$ cat src/rtl/binoc_pkg.sv
// Shared types and helpers for the BiNoC link direction controller.
package binoc_pkg;

  typedef enum logic [1:0] {
    OWN_A     = 2'd0,
    OWN_B     = 2'd1,
    TURN_TO_A = 2'd2,
    TURN_TO_B = 2'd3
  } ch_state_e;

  // Width of a channel count that must hold 0..n inclusive.
  function automatic int unsigned cnt_w(input int unsigned n);
    return $clog2(n + 1);
  endfunction

  // Reset owner: even channels start with end A, odd channels with end B.
  function automatic ch_state_e init_owner(input int unsigned idx);
    return ((idx % 2) == 1) ? OWN_B : OWN_A;
  endfunction

endpackage

$ cat src/rtl/binoc_ch_fsm.sv
// One bidirectional channel: owner state, turnaround counter and anti-ping-pong hold counter.
module binoc_ch_fsm
  import binoc_pkg::*;
#(
  parameter int unsigned TURN_CYC   = 2,
  parameter int unsigned HOLD_CYC   = 4,
  parameter ch_state_e   INIT_STATE = OWN_A
) (
  input  logic      clk,
  input  logic      rst,
  input  logic      i_take_a,
  input  logic      i_take_b,
  input  logic      i_a_busy,
  input  logic      i_b_busy,
  output ch_state_e o_state,
  output logic      o_eligible_a,
  output logic      o_eligible_b
);

  localparam int unsigned TW = $clog2(TURN_CYC + 1);
  localparam int unsigned HW = $clog2(HOLD_CYC + 2);

  ch_state_e      r_state;
  ch_state_e      w_state_nxt;
  logic [TW-1:0]  r_turn;
  logic [TW-1:0]  w_turn_nxt;
  logic [HW-1:0]  r_hold;
  logic [HW-1:0]  w_hold_nxt;

  always_ff @(posedge clk) begin
    if (rst) begin
      r_state <= INIT_STATE;
      r_turn  <= '0;
      r_hold  <= '0;
    end else begin
      r_state <= w_state_nxt;
      r_turn  <= w_turn_nxt;
      r_hold  <= w_hold_nxt;
    end
  end

  // Turn counter runs TURN_CYC-1 down to 0, so the channel spends exactly TURN_CYC cycles dead.
  always_comb begin
    w_state_nxt = r_state;
    w_turn_nxt  = r_turn;
    w_hold_nxt  = r_hold;
    unique case (r_state)
      OWN_A: begin
        if (i_take_b) begin
          w_state_nxt = TURN_TO_B;
          w_turn_nxt  = TW'(TURN_CYC - 1);
        end else if (r_hold != '0) begin
          w_hold_nxt = r_hold - HW'(1);
        end
      end
      OWN_B: begin
        if (i_take_a) begin
          w_state_nxt = TURN_TO_A;
          w_turn_nxt  = TW'(TURN_CYC - 1);
        end else if (r_hold != '0) begin
          w_hold_nxt = r_hold - HW'(1);
        end
      end
      TURN_TO_A: begin
        if (r_turn == '0) begin
          w_state_nxt = OWN_A;
          w_hold_nxt  = HW'(HOLD_CYC);
        end else begin
          w_turn_nxt = r_turn - TW'(1);
        end
      end
      TURN_TO_B: begin
        if (r_turn == '0) begin
          w_state_nxt = OWN_B;
          w_hold_nxt  = HW'(HOLD_CYC);
        end else begin
          w_turn_nxt = r_turn - TW'(1);
        end
      end
      default: ;
    endcase
  end

  always_comb begin
    o_state      = r_state;
    o_eligible_a = 1'b0;
    o_eligible_b = 1'b0;
    if (r_hold == '0) begin
      o_eligible_a = (r_state == OWN_B) && !i_b_busy;
      o_eligible_b = (r_state == OWN_A) && !i_a_busy;
    end
  end

endmodule

$ cat src/rtl/binoc_link_dir_ctrl.sv
// Link direction controller: arbitrates channel ownership between end A and end B of one link.
module binoc_link_dir_ctrl
  import binoc_pkg::*;
#(
  parameter int unsigned NUM_CH   = 4,
  parameter int unsigned TURN_CYC = 2,
  parameter int unsigned HOLD_CYC = 4
) (
  input  logic                       clk,
  input  logic                       rst,
  input  logic [cnt_w(NUM_CH)-1:0]   a_demand,
  input  logic [cnt_w(NUM_CH)-1:0]   b_demand,
  input  logic [NUM_CH-1:0]          a_busy,
  input  logic [NUM_CH-1:0]          b_busy,
  output logic [NUM_CH-1:0]          a_own,
  output logic [NUM_CH-1:0]          b_own,
  output logic [cnt_w(NUM_CH)-1:0]   a_cnt,
  output logic [cnt_w(NUM_CH)-1:0]   b_cnt,
  output logic                       switch_evt
);

  localparam int unsigned CW = cnt_w(NUM_CH);

  ch_state_e         w_state [NUM_CH];
  logic [NUM_CH-1:0] w_elig_a;
  logic [NUM_CH-1:0] w_elig_b;
  logic [NUM_CH-1:0] w_take_a;
  logic [NUM_CH-1:0] w_take_b;
  logic [NUM_CH-1:0] w_pick_a;
  logic [NUM_CH-1:0] w_pick_b;
  logic [CW-1:0]     w_a_cnt;
  logic [CW-1:0]     w_b_cnt;
  logic [CW-1:0]     w_a_sat;
  logic [CW-1:0]     w_b_sat;
  logic              w_try_a;
  logic              w_try_b;
  logic              w_contest;
  logic              w_a_win;
  logic              w_b_win;
  logic              r_prio_b;
  logic              r_switch_evt;

  for (genvar i = 0; i < NUM_CH; i++) begin : g_ch
    binoc_ch_fsm #(
      .TURN_CYC   (TURN_CYC),
      .HOLD_CYC   (HOLD_CYC),
      .INIT_STATE (init_owner(i))
    ) u_ch (
      .clk          (clk),
      .rst          (rst),
      .i_take_a     (w_take_a[i]),
      .i_take_b     (w_take_b[i]),
      .i_a_busy     (a_busy[i]),
      .i_b_busy     (b_busy[i]),
      .o_state      (w_state[i]),
      .o_eligible_a (w_elig_a[i]),
      .o_eligible_b (w_elig_b[i])
    );
  end

  // Own decode and committed counts (a channel turning toward x already counts for x).
  always_comb begin
    a_own   = '0;
    b_own   = '0;
    w_a_cnt = '0;
    w_b_cnt = '0;
    for (int i = 0; i < NUM_CH; i++) begin
      a_own[i] = (w_state[i] == OWN_A);
      b_own[i] = (w_state[i] == OWN_B);
      w_a_cnt  = w_a_cnt + CW'((w_state[i] == OWN_A) || (w_state[i] == TURN_TO_A));
      w_b_cnt  = w_b_cnt + CW'((w_state[i] == OWN_B) || (w_state[i] == TURN_TO_B));
    end
  end

  // Hungry compare, arbitration and lowest-index one-hot pick (x & -x).
  always_comb begin
    w_a_sat   = (a_demand > CW'(NUM_CH)) ? CW'(NUM_CH) : a_demand;
    w_b_sat   = (b_demand > CW'(NUM_CH)) ? CW'(NUM_CH) : b_demand;
    w_try_a   = (w_a_sat > w_a_cnt) && (w_elig_a != '0);
    w_try_b   = (w_b_sat > w_b_cnt) && (w_elig_b != '0);
    w_contest = w_try_a && w_try_b;
    w_a_win   = w_contest ? !r_prio_b : w_try_a;
    w_b_win   = w_contest ?  r_prio_b : w_try_b;
    w_pick_a  = w_elig_a & (~w_elig_a + NUM_CH'(1));
    w_pick_b  = w_elig_b & (~w_elig_b + NUM_CH'(1));
    w_take_a  = w_a_win ? w_pick_a : '0;
    w_take_b  = w_b_win ? w_pick_b : '0;
  end

  always_ff @(posedge clk) begin
    if (rst) begin
      r_prio_b     <= 1'b0;
      r_switch_evt <= 1'b0;
    end else begin
      if (w_contest) begin
        r_prio_b <= !r_prio_b;
      end
      r_switch_evt <= w_a_win || w_b_win;
    end
  end

  assign a_cnt      = w_a_cnt;
  assign b_cnt      = w_b_cnt;
  assign switch_evt = r_switch_evt;

endmodule

$ cat config.mk
export PLATFORM = sky130hd
export DESIGN_NAME = binoc_link_dir_ctrl
export DESIGN_NICKNAME = d
export VERILOG_FILES = /design/src/rtl/binoc_pkg.sv /design/src/rtl/binoc_ch_fsm.sv /design/src/rtl/binoc_link_dir_ctrl.sv
export SDC_FILE = /design/constraint.sdc
export NUM_CORES = 1
export LEC_CHECK = 0
export BUFFER_PORTS_ARGS = -buffer_cell sky130_fd_sc_hd__buf_2
export CORE_ASPECT_RATIO = 0.8
export CORE_MARGIN = 10
export CORE_UTILIZATION = 50
export DETAILED_ROUTE_END_ITERATION = 10
export HOLD_SLACK_MARGIN = 0.12
export PLACE_DENSITY = 0.7
export SKIP_CTS_REPAIR_TIMING = 1
export SYNTH_ARGS = -nofsm -noshare
export SYNTH_HDL_FRONTEND = slang
export SYNTH_SLANG_ARGS = --single-unit
$ cat constraint.sdc
create_clock -name clk -period 5.51 [get_ports clk]
set_clock_uncertainty 0.1 [all_clocks]
set_input_delay 0.551 -clock clk [delete_from_list [all_inputs] [get_ports clk]]
set_output_delay 0.551 -clock clk [all_outputs]
set_load 0.1 [all_outputs]
==> qor.yml <==
clk-insertion-delay-late_ns: 0.29
path_class: "register to register"
cp-end-kind: "register"
whs_ns: 0.367
vias_per_cell: 6.14
core_area_um2: 5090
slowest_stage: "o21ai_1"
globalplace.congestion: 0.856
status: "finished, final reports clean"
fin_nets: 394
syn2layout_area_growth_pct: 10.6
grt_use_met1_pct: 20.7
crit_top_cell: "ha_1"
grtUsageMet2_pct: 23.1
dp_hpwl_mm: 4.95
cpPeakStageDelay_ns: 0.61
hold_viol_final: 0
synth-seq-cells: 30
fin_tns_setup_ns: 0
drv_cap: 0
die_w_um: 102
tightest_slew_ns: 0.754
gr-usage-met3_pct: 4.05
max_freq_ghz: 0.227
dieArea_um2: 8700
fin_util_pct: 58.2
drv_slew: 0
synth_ff_type: "dfxtp_1"
cts_tree: "yes"
grt.busiest_layer: "met2"
grtUsageTotal_pct: 15.2
crit_fanout: 10
drc: 0
arrival_ns: 4.47
dpl_cell_area_um2: 2880
fill_cells: 466
grt_pass1_wl_mm: 11.0
grt_setup_unrepaired: "false"
vias: 2454
htreeDepth: 2
async_reset_ff_share_pct: 0
synth-edff-count: 0
critPathRequiredTime_ns: 5.58
cts.clk_slew.worst_paths_ns: 0.07
ys_seq_area_share_pct: 22.4
cts_buffers: 5
setup_violations: 0
postRouteAntennaNets: 0
syn_area_um2: 2680
num_antenna_cells: 0
drive_above_1_share_pct: 17.8
cts.sinks: 30
cts.path.max_buffers: 2
overflow: 0
drt_pass1_iterations: 5
start_kind: "register"
path_cells: "inv_1 > ha_1 > nor2_1 > fa_1 > inv_1 > ha_1 > ha_1 > inv_1 > ha_1 > and3b_1 > o21ai_1 > o211ai_1 > a222oi_1 > mux2_1"
relSlewSlack_pct: 49.4
io_pins: 31
routedWlPerCell_um: 16.2
finalCritPeriodShare_pct: 79.8
grt_max_degree: 38
start_util_pct: 52.6
ys_warn_count: 0
ys_types: 56
synth_nets: 363
hold_class: "register to register"
postSynthAreaPerCell_um2: 8.73
layout_min_cycle_time_ns: 4.40
routed_wl_mm: 6.49
drtIter0Drc: 120
place.port_buffers: 30
antenna_found_initial: 0
num_rows: 23
fp.dieH_um: 85.5
syn_inst: 307
design_area_um2: 2960
grt_pass1_vias: 2330
cts_root_buf: "clkbuf_8"
-- layout make-up --
| cell class | instances | area [um^2] | share of cell area, % |
|---|---|---|---|
| well taps | 62 | 77.6 | 2.62 |
| repair buffers | 31 | 158 | 5.32 |
| clock buffers | 5 | 68.8 | 2.32 |
| flip-flops and latches | 30 | 601 | 20.3 |
| inverters | 43 | 161 | 5.45 |
| clock inverters | 2 | 10.0 | 0.338 |
| multi-input cells | 227 | 1890 | 63.7 |
-- through the flow --
stage                     instances  setup slack (ns)
after floorplan                 307             0.233
after global routing            400             0.694
after detailed placement        393              1.15
final                           400              1.11
after CTS                       400              1.15
after global placement          393              1.32
-- final timing paths --
path                                start                     end  slack (ns)  cells past startpoint
setup reg to reg  g_ch[1].u_ch.o_state[1]  g_ch[2].u_ch.r_turn[0]        1.11                     14
hold / removal     g_ch[2].u_ch.r_hold[1]  g_ch[2].u_ch.r_hold[1]        0.37                      2
setup / recovery  g_ch[1].u_ch.o_state[1]  g_ch[2].u_ch.r_turn[0]        1.11                     14
hold reg to reg    g_ch[2].u_ch.r_hold[1]  g_ch[2].u_ch.r_hold[1]        0.37                      2
-- registers in the layout, indices dropped and copies added, names as in the netlist --
name / count
g_ch.u_ch.r_hold: 12
g_ch.u_ch.r_turn: 8
g_ch.u_ch.o_state: 8
r_prio_b: 1
switch_evt: 1
-- worst max-delay path: cells and delay by family, from the launching register on --
family                   cells  cell delay [ns]
adder cells (fa/ha/maj)      5             1.60
buffers and inverters        3             0.20
flip-flops                   1             0.35
AND/OR/NAND/NOR              2             0.30
AO/OA/AOI/OAI                3             1.36
multiplexers                 1             0.37
-- logic make-up after synthesis --
logic type                 synth area share [%]
xor gates and xnor gates                  0.327
adders and majority gates                  19.2
muxes                                      2.01
AOI/OAI and AO/OA                          28.2
buffers and inverters                      7.15
and+or+nand+nor                            20.7
DFF                                        22.4
-- metal layers --
layer | part of all wire, % | wire length [um] | vias up
met5 | 0 | 0 | -
li1 | - | - | 1227
met2 | 43 | 2810 | 78
met3 | 7.6 | 491 | 7
met1 | 48 | 3120 | 1142
met4 | 1.1 | 72 | 0
-- cells in the final DEF (no fill, tap or decap), types with 4 or more instances in the layout --
| cell type | synthesis | routed |
|---|---|---|
| a21oi_1 | 12 | 12 |
| o211a_1 | 8 | 8 |
| o31ai_1 | 8 | 8 |
| and4bb_2 | 4 | 4 |
| nand3_1 | 4 | 4 |
| a31oi_1 | 5 | 5 |
| ha_1 | 38 | 38 |
| nor2b_1 | 5 | 5 |
| nand4_1 | 8 | 8 |
| nand2_1 | 6 | 6 |
| o221ai_1 | 6 | 6 |
| buf_2 | 0 | 30 |
| nand2b_1 | 4 | 4 |
| or2_2 | 5 | 5 |
| dfxtp_1 | 30 | 30 |
| clkbuf_8 | 0 | 5 |
| inv_1 | 43 | 43 |
| nor2_1 | 28 | 28 |
| o211ai_1 | 5 | 5 |
| or3_1 | 5 | 5 |
| a211oi_1 | 8 | 8 |
-- cell usage after synthesis (3+ instances only) --
library cell | count | area, um^2
nor2_1 | 28 | 105
a211oi_1 | 8 | 60.1
and4bb_4 | 3 | 48.8
a21oi_1 | 12 | 60.1
nor2b_1 | 5 | 31.3
nor3_1 | 3 | 15.0
o221ai_1 | 6 | 52.6
and4bb_2 | 4 | 50.1
o211a_1 | 8 | 80.1
or3_1 | 5 | 31.3
nand2_1 | 6 | 22.5
inv_1 | 43 | 161
a31oi_1 | 5 | 31.3
o211ai_1 | 5 | 37.5
nand2b_1 | 4 | 25.0
ha_1 | 38 | 475
nand3_1 | 4 | 20.0
a41oi_1 | 3 | 26.3
a311oi_1 | 3 | 26.3
a221oi_1 | 3 | 26.3
or2_2 | 5 | 31.3
o31ai_1 | 8 | 60.1
clkbuf_1 | 6 | 22.5
nand4_1 | 8 | 50.1
a31o_2 | 3 | 26.3
dfxtp_1 | 30 | 601
nor4_1 | 3 | 18.8
o211ai_2 | 3 | 37.5
Power is left out: the tool's default activity adds up to more than one toggle a clock period on the data nets, which glitch-free logic cannot reach.
